==> config.mk <==
export PLATFORM = sky130hd
export DESIGN_NAME = car_angle_tracker
export DESIGN_NICKNAME = d
export VERILOG_FILES = /design/src/rtl/car_angle_tracker.sv
export SDC_FILE = /design/constraint.sdc
export NUM_CORES = 1
export LEC_CHECK = 0
export CORE_MARGIN = 3
export CORE_UTILIZATION = 55
export CTS_BUF_LIST = sky130_fd_sc_hd__clkbuf_16
export DETAILED_ROUTE_END_ITERATION = 7
export PLACE_DENSITY = 0.76
export SLEW_MARGIN = 10
export SYNTH_ARGS = -nofsm -noshare
export SYNTH_HDL_FRONTEND = slang
export SYNTH_SLANG_ARGS = --single-unit
==> constraint.sdc <==
create_clock -name i_clk -period 15.6 [get_ports i_clk]
set_input_delay 3.12 -clock i_clk [delete_from_list [all_inputs] [get_ports i_clk]]
set_output_delay 3.12 -clock i_clk [all_outputs]
set_load 0.03 [all_outputs]
==> src/rtl/car_angle_tracker.sv <==
// Per-car steering integrator: held left/right controls become a wrapped signed heading, updated per frame tick.
// Optional AUTO_CENTER_EN: idle ticks pull the heading back toward 0 by STEP_MIN.
module car_angle_tracker #(
    parameter int ANG_WIDTH    = 10,
    parameter int STEP_MIN     = 1,
    parameter int STEP_MAX     = 6,
    parameter int ACCEL_FRAMES = 8
) (
    input  logic                 i_clk,
    input  logic                 i_rst,
    input  logic                 i_frame_tick,
    input  logic                 i_left,
    input  logic                 i_right,
    input  logic                 i_recenter,
    output logic [ANG_WIDTH-1:0] o_angle,
    output logic                 o_angle_valid,
    output logic [1:0]           o_turning
);
    localparam int CW = $clog2(ACCEL_FRAMES + 1);

    // State encoding doubles as the o_turning {left,right} flags.
    localparam logic [1:0] S_IDLE = 2'b00;
    localparam logic [1:0] S_L    = 2'b10;
    localparam logic [1:0] S_R    = 2'b01;

    typedef logic signed [ANG_WIDTH-1:0] ang_t;
    typedef logic signed [ANG_WIDTH:0]   wide_t;

    ang_t                 angle_q, angle_d;
    logic [1:0]           state_q, state_d, nxt;
    logic [ANG_WIDTH-1:0] step_q, step_d, base_step;
    logic [CW-1:0]        cnt_q, cnt_d, base_cnt;
    logic                 chg_q, valid_q;
    wide_t                delta_w, sum_w;

    always_comb begin
        state_d   = state_q;
        step_d    = step_q;
        cnt_d     = cnt_q;
        angle_d   = angle_q;
        nxt       = S_IDLE;
        base_step = step_q;
        base_cnt  = cnt_q;
        delta_w   = '0;
        sum_w     = '0;
        if (i_recenter) begin
            state_d = S_IDLE;
            step_d  = ANG_WIDTH'(STEP_MIN);
            cnt_d   = '0;
            angle_d = '0;
        end else if (i_frame_tick) begin
            case ({i_left, i_right})
                2'b10:   nxt = S_L;
                2'b01:   nxt = S_R;
                default: nxt = S_IDLE;
            endcase
            state_d = nxt;
            if (nxt == S_IDLE) begin
                step_d = ANG_WIDTH'(STEP_MIN);
                cnt_d  = '0;
`ifdef AUTO_CENTER_EN
                if (angle_q > 0) begin
                    if (angle_q < ang_t'(STEP_MIN)) angle_d = '0;
                    else                            angle_d = angle_q - ang_t'(STEP_MIN);
                end else if (angle_q < 0) begin
                    if (angle_q > -ang_t'(STEP_MIN)) angle_d = '0;
                    else                             angle_d = angle_q + ang_t'(STEP_MIN);
                end
`endif
            end else begin
                // A fresh direction restarts acceleration before this tick's step is applied.
                if (nxt != state_q) begin
                    base_step = ANG_WIDTH'(STEP_MIN);
                    base_cnt  = '0;
                end
                delta_w = wide_t'({1'b0, base_step});
                if (nxt == S_L) delta_w = -delta_w;
                sum_w = wide_t'(angle_q) + delta_w;
                if (sum_w > wide_t'(179))       sum_w = sum_w - wide_t'(360);
                else if (sum_w < wide_t'(-180)) sum_w = sum_w + wide_t'(360);
                angle_d = ang_t'(sum_w);
                if (base_cnt == CW'(ACCEL_FRAMES - 1)) begin
                    cnt_d  = '0;
                    step_d = (base_step >= ANG_WIDTH'(STEP_MAX)) ? ANG_WIDTH'(STEP_MAX)
                                                                 : base_step + 1'b1;
                end else begin
                    cnt_d  = base_cnt + 1'b1;
                    step_d = base_step;
                end
            end
        end
    end

    always_ff @(posedge i_clk) begin
        if (i_rst) begin
            angle_q <= '0;
            state_q <= S_IDLE;
            step_q  <= ANG_WIDTH'(STEP_MIN);
            cnt_q   <= '0;
            chg_q   <= 1'b0;
            valid_q <= 1'b0;
        end else begin
            angle_q <= angle_d;
            state_q <= state_d;
            step_q  <= step_d;
            cnt_q   <= cnt_d;
            chg_q   <= (angle_d != angle_q);
            valid_q <= chg_q;
        end
    end

    assign o_angle       = angle_q;
    assign o_angle_valid = valid_q;
    assign o_turning     = state_q;
endmodule

Word level (Yosys, flattened, before mapping)
Index checks and enable logic that the tools add are counted.
{ "totals": {"wordCells": 48, "out_inout_bits": 13, "input_bits": 6, "regBits": 28} }
{ "op_classes": {"muxes": 25, "n_reduce_logical": 2, "order_cmp": 3, "n_eq_ne": 6, "add_sub_neg": 6} }
{ "ops": {"columns": ["cell", "n"], "rows": [
  ["$mux 10", 12],
  ["$mux 11", 4],
  ["$mux 4", 6],
  ["$add 10x11->11", 1],
  ["$gt 11x9->1 const B", 1],
  ["$lt 11x9->1 const B", 1],
  ["$neg 10->11", 1],
  ["$add 10x1->10 const B", 1],
  ["$add 10x10->10 const B", 1],
  ["$ge 10x3->1 const B", 1],
  ["$ne 10x10->1", 1],
  ["$sub 10x10->10 const B", 1],
  ["$add 4x1->4 const B", 1],
  ["$eq 2x2->1 const B", 2],
  ["$eq 4x3->1 const B", 1],
  ["$mux 2", 2],
  ["$pmux 2 s2", 1],
  ["$eq 2x1->1 const B", 1],
  ["$logic_not 2->1", 1],
  ["$ne 2x2->1", 1],
  ["$reduce_or 2->1", 1]
]} }

Depth between registers and ports, before layout
Gate-level depths: netlist (run 1).
{ "depth": {"ltp_word": 22, "mapped_depth": 26, "depth_no_buf": 25} }

Worst setup path before layout (run 1)
No wires, ideal clock.
{ "synth_timing": {"path_type": "input -> register", "startpoint": "in i_left", "endpoint": "reg chg_q", "setup_time_ns": 0.070, "n_path_buf": 1, "arrival_time_ns": 7.514, "required_ns": 15.530, "cell_stages": 25, "path_slack_ns": 8.016, "path_cell_list": "inv_1 > ha_1 > xor2_1 > nor2_1 > clkbuf_1 > nand2_1 > inv_1 > ha_1 > nand2_1 > o21ai_0 > inv_1 > fa_1 > and3b_4 > or3_4 > and2_1 > ha_1 > a21oi_1 > a2111oi_4 > nor4_4 > o32ai_1 > xnor2_1 > o2bb2ai_1 > o21ai_1 > a31o_1 > a21oi_1"} }
{ "synth_between": {"elab_chain_len": 22, "elab_cells_between_ends": 28, "classes_between": "4 x add/sub; 2 x order compare; 5 x eq/ne; 16 x mux; 1 x reduce/logical"} }
{ "synth_lines": {"columns": ["element", "line_no", "text"], "rows": [
  ["start: declaration", "12", "input logic i_left,"],
  ["$eq 2x1->1 or $eq 2x2->1 (tied branches)", "52", "case ({i_left, i_right})"],
  ["$pmux 2 s2 *", "52", null],
  ["$mux 2 *", "51", "end else if (i_frame_tick) begin"],
  ["$mux 2 *", "46", "if (i_recenter) begin"],
  ["$ne 2x2->1", "72", "if (nxt != state_q) begin"],
  ["$mux 10", "72", null],
  ["$mux 10", "58", "if (nxt == S_IDLE) begin"],
  ["$mux 10", "51", null],
  ["[6 not listed]", null, null],
  ["$add 10x11->11", "78", "sum_w = wide_t'(angle_q) + delta_w;"],
  ["$add 10x10->10 or $lt 11x9->1 (tied branches)", "80", "else if (sum_w < wide_t'(-180)) sum_w = sum_w + wide_t'(360);"],
  ["$mux 10", "80", null],
  ["$mux 10", "79", "if (sum_w > wide_t'(179)) sum_w = sum_w - wide_t'(360);"],
  ["$mux 10 *", "58", null],
  ["$mux 10 *", "51", null],
  ["$mux 10 *", "46", null],
  ["$ne 10x10->1 *", "107", "chg_q <= (angle_d != angle_q);"],
  ["end signal: assignment", "107", null],
  ["end: declaration", "33", "logic chg_q, valid_q;"]
]} }
Every way passes the cells marked *; elsewhere a longest branch is shown, timed or not. The select of a mux whose other input is x is not followed.
A chain may end at the register's enable or synchronous reset.

Worst setup path in the final report (run 1)
Same ends and word-level chain as after synthesis.

==> results of run 1 <==
metrics by stage:
stage | hold slack [ns] | cell area, sq um | total power [mW] | util, %
6_report | 0.443 | 3110 | 0.235 | 64.5
5_1_grt | 0.459 | 3110 | 0.247 | 64.5
4_1_cts | 0.449 | 3110 | 0.236 | 64.5
3_5_place_dp | 0.433 | 3000 | 0.160 | 62.4
3_3_place_gp | 0.429 | 3000 | 0.159 | 62.4
2_1_floorplan | 0.414 | 2800 | 0.143 | -
cells in the final DEF (no fill, tap or decap), drive strengths merged, types with 2 or more instances in the layout:
cell type and count:
dfxtp 28, nand2b 7, a22oi 4, a21oi 34, and3b 3, a211oi 9
o2111ai 2, nor3 9, xnor2 10, a31o 3, o221ai 4, xor2 10
nor3b 2, a2bb2oi 4, or2 2, and2 10, clkbuf 3, nor2 34
a2111oi 2, ha 20, o21ai 21, and3 5, nand3 8, o31ai 4
o21a 2, inv 17, a21o 6, o211ai 9, nand4 2, o22ai 4
nand2 36, or3 5, clkdlybuf4s50 18, mux2i 4, nor4 4
worst paths after layout:
path                              end  slack (ns)  depth (start not counted)
max                  chg_q$_SDFF_PP0_        6.76                         24
min reg2reg  o_angle_valid$_SDFF_PP0_        0.44                          1
min          o_angle_valid$_SDFF_PP0_        0.44                          1
max reg2reg          chg_q$_SDFF_PP0_       10.32                         22
final cells by class:
class,count,area share (%)
clock buffer,3,2.41
tap,67,2.70
inverter,18,2.17
sequential,28,18.0
clock inverter,1,0.966
multi-input combinational,299,67.7
timing repair buffer,19,6.04
cells by family (layout without fill, tap and decap cells):
group / count (synthesis) / count (layout)
buffers and inverters: 34 / 41
multiplexers: 5 / 5
adder cells (fa/ha/maj): 21 / 21
XOR/XNOR: 20 / 20
flip-flops: 28 / 28
AND/OR/NAND/NOR: 132 / 132
AO/OA/AOI/OAI: 121 / 121
worst max-delay path: cells and delay by family:
kind / cells / cell delay (ns)
and+or+nand+nor: 8 / 2.27
buffers and inverters: 3 / 0.72
AOI/OAI and AO/OA: 7 / 1.01
adders and majority gates: 4 / 1.35
xor gates and xnor gates: 2 / 0.50
per-layer routing:
layer	share of wire [%]	vias up	track usage (%)	wire [microns]
li1	-	1341	-	-
met1	46	1274	30.7	3240
met2	49	44	42.2	3430
met3	2.9	9	3.02	205
met4	1.3	0	5.69	93
met5	0	-	0	0
power breakdown:
part	switching [mW]	internal [mW]
registers	0.00290	0.0735
clock network	0.0248	0.0511
logic	0.0499	0.0331
total	0.0776	0.158
registers in the layout, indices dropped and copies added, names as in the netlist:
| signal | flops |
|---|---|
| chg_q | 1 |
| cnt_q | 4 |
| o_angle | 10 |
| o_angle_valid | 1 |
| o_turning | 2 |
| step_q | 10 |
==> flow_summary_export.csv, run 1 <==
group,metric,value,unit
run_status,status,"completed",
sta,finalCriticalPeriod,8.84,ns
yosys,yosysWarnings,0,
placed_design,place_ws,6.56,ns
yosys,synth_edf_count,0,
cts,cts_buffer_depth,2,
sta,hold_violations,0,
finish,multi_input_area,0.00210,sq mm
route,drt-initial-drc-count,98,
grt,grt_first_pass_wirelength,11800,microns
yosys,ys_top_cells_by_area,"dfxtp_1, ha_1, a21oi_1",
yosys,synth.most_common_cell,"nand2_1",
finish,n_antenna_cell,0,
cts,cts_resized,0,
sta,setup-violations-final,0,
placed_design,dp_hpwl,5340,microns
sta,relSlewSlack,36.9,%
cts,root_buffer,"clkbuf_16",
cts,clock-sinks,28,
die,start_util,58.2,%
setup_path,r2r_start,"o_turning[1]$_SDFFE_PP0P_",
route,first_pass_iters,4,
yosys,synth_flop_cell,"dfxtp_1",
setup_path,max_stage_delay,0.75,ns
sta,fin_setup_tns,0,ns
yosys,synth_compound_area_share,31.7,%
sta,final-max-slew-violation-count,0,
placed_design,globalplace.congestion,0.907,
hold_path,hp-class,"reg -> reg",
yosys,synth-adder-area-share,9.64,%
finish,fin_nets,396,
yosys,synth_seq_cells,28,
grt,grt_max_degree,22,
sta,clock.fmax,113,MHz
yosys,synth_top_family_by_area,"compound AO/OA/AOI/OAI gates",
die,die_w,77.4,microns
route,routed_via_density,6.13,
finish,area_growth,10.9,%
finish,drive_above_1_share,8.42,%
yosys,yosysTopAreaCellShare,20.0,%
yosys,syn_inst,361,
die,io_pins,19,
placed_design,placedCellCount,431,
setup_path,cp_common_cell,"ha_1",
grt,grt_overflow,0,
setup_path,critical_path.slowest_cell,"nor2_1",
cts,hold_buffers,0,
yosys,synth-simple-area-share,25.3,%
setup_path,crit_start,"i_left",
yosys,syn_area,0.00280,sq mm
pwr,p_per_area,75.7,mW/mm^2
setup_path,path_class,"in -> reg",
grt,antenna_found_initial,0,
cts,cts_setup_buffers,0,
grt,grt_pass1_vias,2567,
cts,numCtsBuffers,3,
setup_path,crit_path_cell_trace,"clkdlybuf4s50_1 > ha_1 > xor2_1 > nor2_1 > nand2_1 > inv_1 > ha_1 > nand2_1 > o21ai_0 > inv_1 > fa_1 > and3b_4 > or3_4 > and2_1 > ha_1 > a21oi_1 > a2111oi_4 > nor4_4 > o22ai_1 > xnor2_1 > nor2_1 > o21ai_1 > a31o_1 > a21oi_1",
sta,rsz0062_at_grt,"false",
route,wire_per_inst,16.0,microns
placed_design,port_buffers,18,
sta,timing.final.crit_share,56.7,%
die,core_area,0.00482,sq mm
route,vias,2668,
yosys,synth_xor_area_share,6.51,%
run,max_cap_violations,0,
cts,worst_skew_pair.late_latency,0.26,ns
yosys,synthMuxAreaShare,1.96,%
route,routed_wl,6970,microns
finish,final.fill_count,446,
yosys,syn_area_per_cell,7.77,sq um
yosys,synth_top_cell_by_area,"dfxtp_1",
pwr,ir_drop,0.0595,mV
sta,finalClockSkew,0.00234,ns
route,route.detailed.drc,0,
setup_path,crit_path_max_fanout,21,
setup_path,critPathRequiredTime,15.76,ns
yosys,async_flop_share,0,%
cts,cts_max_level,1,
setup_path,startpoint_type,"input port",
yosys,yosysUniqueCellTypes,78,
hold_path,min_from,"chg_q$_SDFF_PP0_",
die,die_h,77.4,microns
pwr,p_leak,1.23,nW
setup_path,critPathCaptureType,"flop",
yosys,synthTopCellsByCount,"nand2_1, a21oi_1, nor2_1",
die,rows,25,
setup_path,arrival,9.00,ns
finish,instances_no_fill,435,
yosys,ys_seq_area_share,20.0,%
grt,track_usage,23.9,%
cts,tritoncts,"yes",
sta,worstMarginPinSlew,0.943,ns
yosys,synth_fp_nets,388,
sta,fin_ws,6.76,ns
finish,seq_area,561,sq um
route,ant_nets,0,
die,die-area,0.00599,sq mm
cts,clkTransAtPathRegs,0.07,ns
(Power assumes the default switching activity.)
==> inputs of run 2 (changes only) <==
CORE_UTILIZATION = 54   (was 55)
PLACE_DENSITY = 0.78   (was 0.76)
clock period = 7.3 ns   (was 15.6 ns; I/O delays follow)
==> flow_summary_export.csv, run 2 (synthesis results as in run 1) <==
group,metric,value,unit
setup_path,reg2reg_to,"chg_q$_SDFF_PP0_",
finish,fin_nets,398,
route,drt-initial-drc-count,111,
setup_path,crit_path_max_fanout,20,
grt,track_usage,23.5,%
finish,multi_input_area,0.00210,sq mm
grt,grt_max_degree,21,
pwr,total_power,0.464,mW
sta,clock.fmax,153,MHz
cts,tritoncts,"yes",
grt,grt_pass1_vias,2541,
cts,clkTransAtPathRegs,0.07,ns
cts,numCtsBuffers,3,
setup_path,startpoint_type,"input port",
sta,timing.final.crit_share,89.6,%
die,die_h,78.1,microns
sta,setup-violations-final,0,
finish,drive_above_1_share,8.67,%
die,start_util,57.5,%
grt,grt_first_pass_wirelength,11800,microns
setup_path,critPathCaptureType,"flop",
setup_path,critPathRequiredTime,7.45,ns
cts,cts_setup_buffers,0,
route,first_pass_iters,5,
cts,cts_resized,0,
route,route.detailed.drc,0,
finish,final.fill_count,434,
die,die-area,0.00609,sq mm
finish,instances_no_fill,436,
sta,fin_setup_tns,0,ns
route,wire_per_inst,15.9,microns
sta,hold_violations,0,
hold_path,hp-class,"reg -> reg",
hold_path,hold_end,"o_angle_valid$_SDFF_PP0_",
cts,worst_skew_pair.late_latency,0.26,ns
run,max_cap_violations,0,
route,vias,2693,
finish,final_common_cell,"nand2_1",
pwr,p_leak,1.22,nW
hold_path,whs_path_depth,1,
pwr,clkPwrFrac,25.9,%
cts,cts_max_level,1,
route,routed_wl,6950,microns
cts,root_buffer,"clkbuf_16",
sta,final-max-slew-violation-count,0,
sta,finalClockSkew,0.00668,ns
run_status,status,"completed",
cts,clock-sinks,28,
placed_design,dp_hpwl,5360,microns
route,routed_via_density,6.18,
route,ant_nets,0,
cts,cts_buffer_depth,2,
sta,relSlewSlack,55.9,%
pwr,seqPwrFrac,35.2,%
setup_path,r2r_slack,2.46,ns
pwr,netSwitchingFraction,35.1,%
setup_path,arrival,6.69,ns
sta,finalCriticalPeriod,6.54,ns
pwr,p_int,0.301,mW
placed_design,placedCellCount,433,
grt,grt_overflow,0,
pwr,switchingPower,0.163,mW
setup_path,r2r_cells,19,
finish,area_growth,10.4,%
die,rows,25,
hold_path,min_from,"chg_q$_SDFF_PP0_",
sta,worstMarginPinSlew,0.656,ns
finish,seq_area,561,sq um
pwr,ir_drop,0.103,mV
die,core_area,0.00488,sq mm
finish,utilization,63.4,%
grt,antenna_found_initial,0,
pwr,pwr-share-comb,38.8,%
setup_path,r2r_start,"o_turning[0]$_SDFFE_PP0P_",
placed_design,globalplace.congestion,0.928,
sta,rsz0062_at_grt,"false",
die,die_w,78.1,microns
finish,n_antenna_cell,0,
setup_path,path_class,"in -> reg",
die,io_pins,19,
cts,hold_buffers,0,
placed_design,placed_area,0.00302,sq mm
finish,layout_common_cells,"nand2_1, nor2_1, a21oi_1",
placed_design,port_buffers,18,
finish,stdcell_area,0.00309,sq mm
pwr,p_per_area,150,mW/mm^2
[run 2: how the worst max path moves through the flow]
stage | startpoint | end | slack (ns) | depth (start not counted)
2_1_floorplan | i_left | chg_q$_SDFF_PP0_ | 1.38 | 25
3_3_place_gp | i_right | chg_q$_SDFF_PP0_ | 0.68 | 19
3_5_place_dp | i_right | chg_q$_SDFF_PP0_ | 0.56 | 19
4_1_cts | i_right | chg_q$_SDFF_PP0_ | 0.81 | 19
5_1_grt | i_right | chg_q$_SDFF_PP0_ | 0.43 | 20
6_report | i_right | chg_q$_SDFF_PP0_ | 0.76 | 19
[run 2: power by group through the flow]
stage | sequential, mW | clock (mW) | combinational, mW
floorplan | 0.171 | 0 | 0.134
global placement | 0.167 | 0 | 0.176
detailed placement | 0.167 | 0 | 0.177
CTS | 0.163 | 0.124 | 0.179
global route | 0.164 | 0.129 | 0.197
finish | 0.164 | 0.120 | 0.180
[run 2: metrics by stage]
stage / setup WS (ns) / hold WS (ns)
6_report: 0.758 / 0.452
5_1_grt: 0.429 / 0.464
4_1_cts: 0.805 / 0.457
3_5_place_dp: 0.561 / 0.441
3_3_place_gp: 0.682 / 0.431
2_1_floorplan: 1.38 / 0.414
[run 2: area by class of cell]
type	count	share of cell area, %
multi-input combinational	299	68.0
sequential	28	18.1
timing repair buffer	21	6.55
tap	67	2.71
clock buffer	3	2.43
inverter	18	2.18
[run 2: worst max-delay path, stage by stage]
cell and delay, ns:
clkdlybuf4s50_1 0.48, inv_1 0.05, ha_1 0.20, buf_4 0.21
xnor2_1 0.27, nand2_1 0.22, o31ai_1 0.63, xor2_1 0.17
ha_1 0.48, and3b_1 0.22, a2111oi_0 0.35, o311a_1 0.46
nor2_1 0.12, nor4_4 0.34, nor3_4 0.12, o21ai_0 0.44
mux2i_1 0.25, a31o_1 0.16, a21oi_1 0.06
[run 2: metal layers]
metal / up-vias / routed length, microns / GRT usage (%)
li1: 1347 / - / -
met1: 1254 / 3110 / 31.6
met2: 78 / 3280 / 39.6
met3: 14 / 410 / 3.56
met4: 0 / 153 / 6.12
met5: - / 0 / 0
